### config.mk
export PLATFORM = sky130hd
export DESIGN_NAME = four_input_gate_sequencer
export DESIGN_NICKNAME = d
export VERILOG_FILES = /design/src/rtl/gate_seq_pkg.sv /design/src/rtl/gate_expected.sv /design/src/rtl/four_input_gate_sequencer.sv
export SDC_FILE = /design/constraint.sdc
export NUM_CORES = 1
export LEC_CHECK = 0
export CORE_MARGIN = 5
export CORE_UTILIZATION = 45
export DETAILED_ROUTE_END_ITERATION = 10
export HOLD_SLACK_MARGIN = 0.02
export MAX_ROUTING_LAYER = met4
export PLACE_DENSITY_LB_ADDON = 0.25
export SLEW_MARGIN = 25
export SYNTH_ARGS = -nofsm -noshare
export SYNTH_HDL_FRONTEND = slang
export SYNTH_SLANG_ARGS = --single-unit
### constraint.sdc
create_clock -name clk -period 1.84 [get_ports clk]
set_input_delay 0.368 -clock clk [delete_from_list [all_inputs] [get_ports clk]]
set_output_delay 0.368 -clock clk [all_outputs]
set_load 0.03 [all_outputs]
### src/rtl/gate_seq_pkg.sv
// Shared types, function codes and golden truth-table function for the
// four-input gate self-test sequencer.
package gate_seq_pkg;

   typedef enum logic [1:0] {
      ST_IDLE   = 2'd0,
      ST_SETTLE = 2'd1,
      ST_CHECK  = 2'd2,
      ST_DONE   = 2'd3
   } state_t;

   localparam logic [1:0] FUNC_NOR  = 2'd0;
   localparam logic [1:0] FUNC_NAND = 2'd1;
   localparam logic [1:0] FUNC_XOR  = 2'd2;
   localparam logic [1:0] FUNC_AND  = 2'd3;

   localparam int VEC_W = 4;
   localparam int CNT_W = 4;
   localparam int ERR_W = 5;

   // Expected gate output for a 4-bit input vector; XOR means odd parity.
   function automatic logic expected(input logic [1:0] func, input logic [VEC_W-1:0] vec);
      logic r;
      case (func)
         FUNC_NOR:  r = ~(|vec);
         FUNC_NAND: r = ~(&vec);
         FUNC_XOR:  r = ^vec;
         default:   r = &vec;
      endcase
      return r;
   endfunction

endpackage

### src/rtl/gate_expected.sv
// Combinational golden model of the gate under test.
module gate_expected
   import gate_seq_pkg::*;
(
   input  logic [1:0]       i_func,
   input  logic [VEC_W-1:0] i_vec,
   output logic             o_exp
);

   assign o_exp = expected(i_func, i_vec);

endmodule

### src/rtl/four_input_gate_sequencer.sv
// Exhaustive self-test sequencer for a four-input gate: walks all 16 input
// vectors, waits a settle interval per vector, compares the gate output with
// the golden truth table and reports pass / mismatch count / first failure.
//
// state     | meaning
// ----------+------------------------------------------------------------
// ST_IDLE   | waiting for start; results and last vector held
// ST_SETTLE | vector driven, settle counter running down to 0
// ST_CHECK  | sample gate_out, score it, advance or finish
// ST_DONE   | one-cycle done pulse, results valid
module four_input_gate_sequencer
   import gate_seq_pkg::*;
#(
   parameter int SETTLE_CYCLES = 2,
   parameter int FUNC          = 0
)
(
   input  logic             clk,
   input  logic             rst,
   input  logic             start,
   input  logic             gate_out,
   output logic             a,
   output logic             b,
   output logic             c,
   output logic             d,
   output logic             busy,
   output logic             done,
   output logic             pass,
   output logic [ERR_W-1:0] err_count,
   output logic [VEC_W-1:0] first_fail_vec,
   output logic             first_fail_valid
);

   localparam logic [CNT_W-1:0] LP_RELOAD = CNT_W'(SETTLE_CYCLES - 1);
   localparam logic [1:0]       LP_FUNC   = 2'(FUNC);

   state_t             r_state;
   state_t             w_state_nxt;
   logic [VEC_W-1:0]   r_vec;
   logic [CNT_W-1:0]   r_cnt;
   logic [ERR_W-1:0]   r_err;
   logic               r_pass;
   logic [VEC_W-1:0]   r_ff_vec;
   logic               r_ff_valid;

   logic               w_exp;
   logic               w_launch;
   logic               w_check;
   logic               w_mismatch;
   logic               w_last;

   gate_expected u_expected (
      .i_func (LP_FUNC),
      .i_vec  (r_vec),
      .o_exp  (w_exp)
   );

   assign w_last = (r_vec == {VEC_W{1'b1}});

   // Next-state and per-cycle control strobes.
   always_comb begin
      w_state_nxt = r_state;
      w_launch    = 1'b0;
      w_check     = 1'b0;
      w_mismatch  = 1'b0;
      case (r_state)
         ST_IDLE: begin
            if (start) begin
               w_launch    = 1'b1;
               w_state_nxt = ST_SETTLE;
            end
         end
         ST_SETTLE: begin
            if (r_cnt == '0) begin
               w_state_nxt = ST_CHECK;
            end
         end
         ST_CHECK: begin
            w_check     = 1'b1;
            w_mismatch  = (gate_out != w_exp);
            w_state_nxt = w_last ? ST_DONE : ST_SETTLE;
         end
         ST_DONE: begin
            w_state_nxt = ST_IDLE;
         end
         default: begin
            w_state_nxt = ST_IDLE;
         end
      endcase
   end

   // State register.
   always_ff @(posedge clk or posedge rst) begin
      if (rst) begin
         r_state <= ST_IDLE;
      end else begin
         r_state <= w_state_nxt;
      end
   end

   // Vector register and settle down-counter.
   always_ff @(posedge clk or posedge rst) begin
      if (rst) begin
         r_vec <= '0;
         r_cnt <= '0;
      end else if (w_launch) begin
         r_vec <= '0;
         r_cnt <= LP_RELOAD;
      end else if (r_state == ST_SETTLE && r_cnt != '0) begin
         r_cnt <= r_cnt - 1'b1;
      end else if (w_check && !w_last) begin
         r_vec <= r_vec + 1'b1;
         r_cnt <= LP_RELOAD;
      end
   end

   // Result registers. pass is resolved on the final CHECK edge so that it is
   // already valid while done is high.
   always_ff @(posedge clk or posedge rst) begin
      if (rst) begin
         r_err      <= '0;
         r_pass     <= 1'b0;
         r_ff_vec   <= '0;
         r_ff_valid <= 1'b0;
      end else if (w_launch) begin
         r_err      <= '0;
         r_pass     <= 1'b0;
         r_ff_valid <= 1'b0;
      end else if (w_check) begin
         if (w_mismatch) begin
            r_err <= r_err + 1'b1;
            if (!r_ff_valid) begin
               r_ff_vec   <= r_vec;
               r_ff_valid <= 1'b1;
            end
         end
         if (w_last) begin
            r_pass <= (r_err == '0) && !w_mismatch;
         end
      end
   end

   assign a                = r_vec[3];
   assign b                = r_vec[2];
   assign c                = r_vec[1];
   assign d                = r_vec[0];
   assign busy             = (r_state != ST_IDLE);
   assign done             = (r_state == ST_DONE);
   assign pass             = r_pass;
   assign err_count        = r_err;
   assign first_fail_vec   = r_ff_vec;
   assign first_fail_valid = r_ff_valid;

endmodule

==> out/qor.txt <==
Syn Area/Cell: 10.8 µm²
Peak VDD IR: 0.895 mV
CP delay by family, top: buffers and inverters
Minimum clock period after layout: 1.75 ns
Port bufs: 20
Type of origin of the critical path: flip-flop
Final count of pins violating max slew: 0
Worst setup margin: 0.0862 ns
Cell total after placement: 155
Number of global-route vias before repair: 847
Clock latency on the worst-skew pair: 0.31 ns
Post-Route WL: 2260 µm
Largest net degree at the start of global routing: 22
EDFF count, synth: 0
Worst Path Required: 1.47 ns
Top_reg_cell synth: dfrtp_1
Die Ht: 59.0 µm
Placement Setup Slack: -0.147 ns
RR Startpoint: err_count[1]$_DFFE_PP0P_
Synth unique cells: 31
First-pass GRT wire length: 3660 µm
Vias: 829
Total grt overflow: 0
R2R Setup Slk: 0.10 ns
Starting Density: 0.479
Initial antenna violation count: 0
Die W: 59.0 µm
Top-count cell post-synth: dfrtp_1
Violation count after the first detailed-route iteration: 9
Synth cell count leaders: 21 x dfrtp_1, 11 x nand2_1, 9 x inv_1, 6 x ha_1
Layout cell share with drive strength beyond 1: 0.197
H-tree Lvls: 1
FILL cells: 195
Gr usage total: 0.144
Number of sinks on the clock net: 21
Worst r2r dst: pass$_DFFE_PP0P_
PwrDens: 1430 nW/µm²
Cell depth of the worst flop-to-flop path: 5
Die ar.: 3480 µm²
Clock Tree Root: clkbuf_4
Post-route ant nets: 0
Final period utilization: 0.953
Max Clock Skew: 0.00221 ns
Gpl congestion: 0.805
Cts bufs inserted: 3
Syn nets: 110
Max Cap Viol: 0
CP cell instances: clkdlybuf4s50_1
Hold Vio Cnt, Final: 0
Synthesized flop and latch total: 21
Most area-consuming cells after synthesis: dfrtp_1 49%, ha_1 6.9%, mux2_4 5.6%
WL/cell: 14.1 µm
Crit path buffers/inverters: 1
Dpl hpwl: 1640 µm
Mapped Cells: 100
Crit-path max FO: 3
Critical path data arrival time: 1.39 ns
Max Clk Rate: 570 MHz
Synth top area share: 0.486
Drt pass-1 iters: 4
Core box area: 2250 µm²
I/O Pins: 21
Num rows: 17
Yosys warns: 0
Clock transition at path regs: 0.12 ns
Area Overhead vs Synth: 31.8%
Post-route cell area: 1430 µm²
Actual slew at the worst max-slew pin: 0.326 ns
Final setup fails: 0
RSZ-0062 raised after global routing: false
Outcome: finished, final reports clean
# diodes: 0
Clock buffer depth: 2
Share of synthesized registers carrying an async set or reset: 1.00
Leak: 0.741 nW
Slowest stage delay, CP: 0.68 ns
Vias/cell: 5.18
Area post-placement: 1390 µm²
Slowest-stage cell, CP: clkdlybuf4s50_1
Fin util: 0.632
Synthesized area: 1080 µm²
Yosys top cell by area: dfrtp_1
Final #Nets: 143
CTS Hold Bufs: 0
Post-synthesis sequential area ratio: 0.486
Residual DRC: 0
CTS tree: yes
Crit Path Class: reg2out
Non-Filler Instances: 160
Setup TNS: 0 ns
Hold Path Class: in2async
Slew Limit Headroom: 0.782
Critical Path End Type: output port
-- sequential cells by signal, indices dropped and copies added, names as in the netlist --
register,count
r_state,2
r_vec,4
first_fail_vec,4
first_fail_valid,1
err_count,5
r_cnt,4
pass,1
-- cell families (layout without fill, tap and decap cells) --
group,Yosys count,count (layout),share of synthesized area
DFF,21,21,0.486
buffers and inverters,9,41,0.0312
AOI/OAI and AO/OA,10,10,0.0544
xor gates and xnor gates,3,3,0.0243
and+or+nand+nor,42,42,0.221
muxes,9,9,0.113
adders and majority gates,6,6,0.0694
-- worst min-delay path, cell delays in order --
cell	delay, ns
clkdlybuf4s50_1	0.40
inv_1	0.05
buf_4	0.27
-- worst max path at each step --
stage | from | to | slack, ns | depth (start not counted)
after global routing | err_count[1]$_DFFE_PP0P_ | pass$_DFFE_PP0P_ | 0.01 | 5
after global placement | gate_out | first_fail_vec[1]$_DFFE_PP0P_ | -0.13 | 5
after CTS | err_count[2]$_DFFE_PP0P_ | err_count[2] | 0.02 | 1
final | err_count[1]$_DFFE_PP0P_ | err_count[1] | 0.09 | 1
after floorplan | r_vec[1]$_DFFE_PP0P_ | first_fail_vec[0]$_DFFE_PP0P_ | -0.07 | 6
after detailed placement | gate_out | first_fail_vec[0]$_DFFE_PP0P_ | -0.15 | 5
-- layout by cell type (no fill, tap or decap), drive strengths merged, types with 4 or more instances in the layout --
master,synthesis,final
mux2,4,4
buf,0,8
inv,9,9
clkbuf,0,4
mux2i,5,5
clkdlybuf4s50,0,10
nor2,5,5
nand2,11,11
ha,6,6
dlygate4sd2,0,7
dfrtp,21,21
nand3,5,5
o21ai,4,4
-- report_power, final --
group | switching, mW | leakage [nW] | internal (mW)
Clock | 0.145 | 0.0150 | 0.0847
Sequential | 0.135 | 0.276 | 0.604
Combinational | 0.580 | 0.451 | 0.490
Total | 0.860 | 0.741 | 1.18
-- final cells by class --
class,count,area [µm²],area share
Multi-Input combinational cell,70,543,0.381
Sequential cell,21,528,0.370
Timing Repair Buffer,28,259,0.182
Tap cell,28,35.0,0.0246
Inverter,9,33.8,0.0237
Clock buffer,4,26.3,0.0184
-- metal layers --
metal,share of wire,global-route usage
met5,0,-
met4,0.019,0.0712
met3,0.050,0.0196
met2,0.48,0.235
met1,0.45,0.174
-- per-stage QoR --
step                power [mW]  hold WS (ns)
floorplan                 1.45         0.344
global placement          1.83         0.485
detailed placement        1.86         0.489
CTS                       2.05         0.386
global route              2.21         0.397
finish                    2.04         0.374
-- what timing repair did --
| item | 4_1_cts | 5_1_grt |
|---|---|---|
| buffers inserted | 0 | 1 |
| gates resized for setup | 7 | 4 |
| cloned | 0 | 0 |
| endpoints found under the setup margin | 7 | 5 |
| endpoints found under the hold margin | 0 | 0 |
Note: power is estimated with default switching activity, not from simulation.
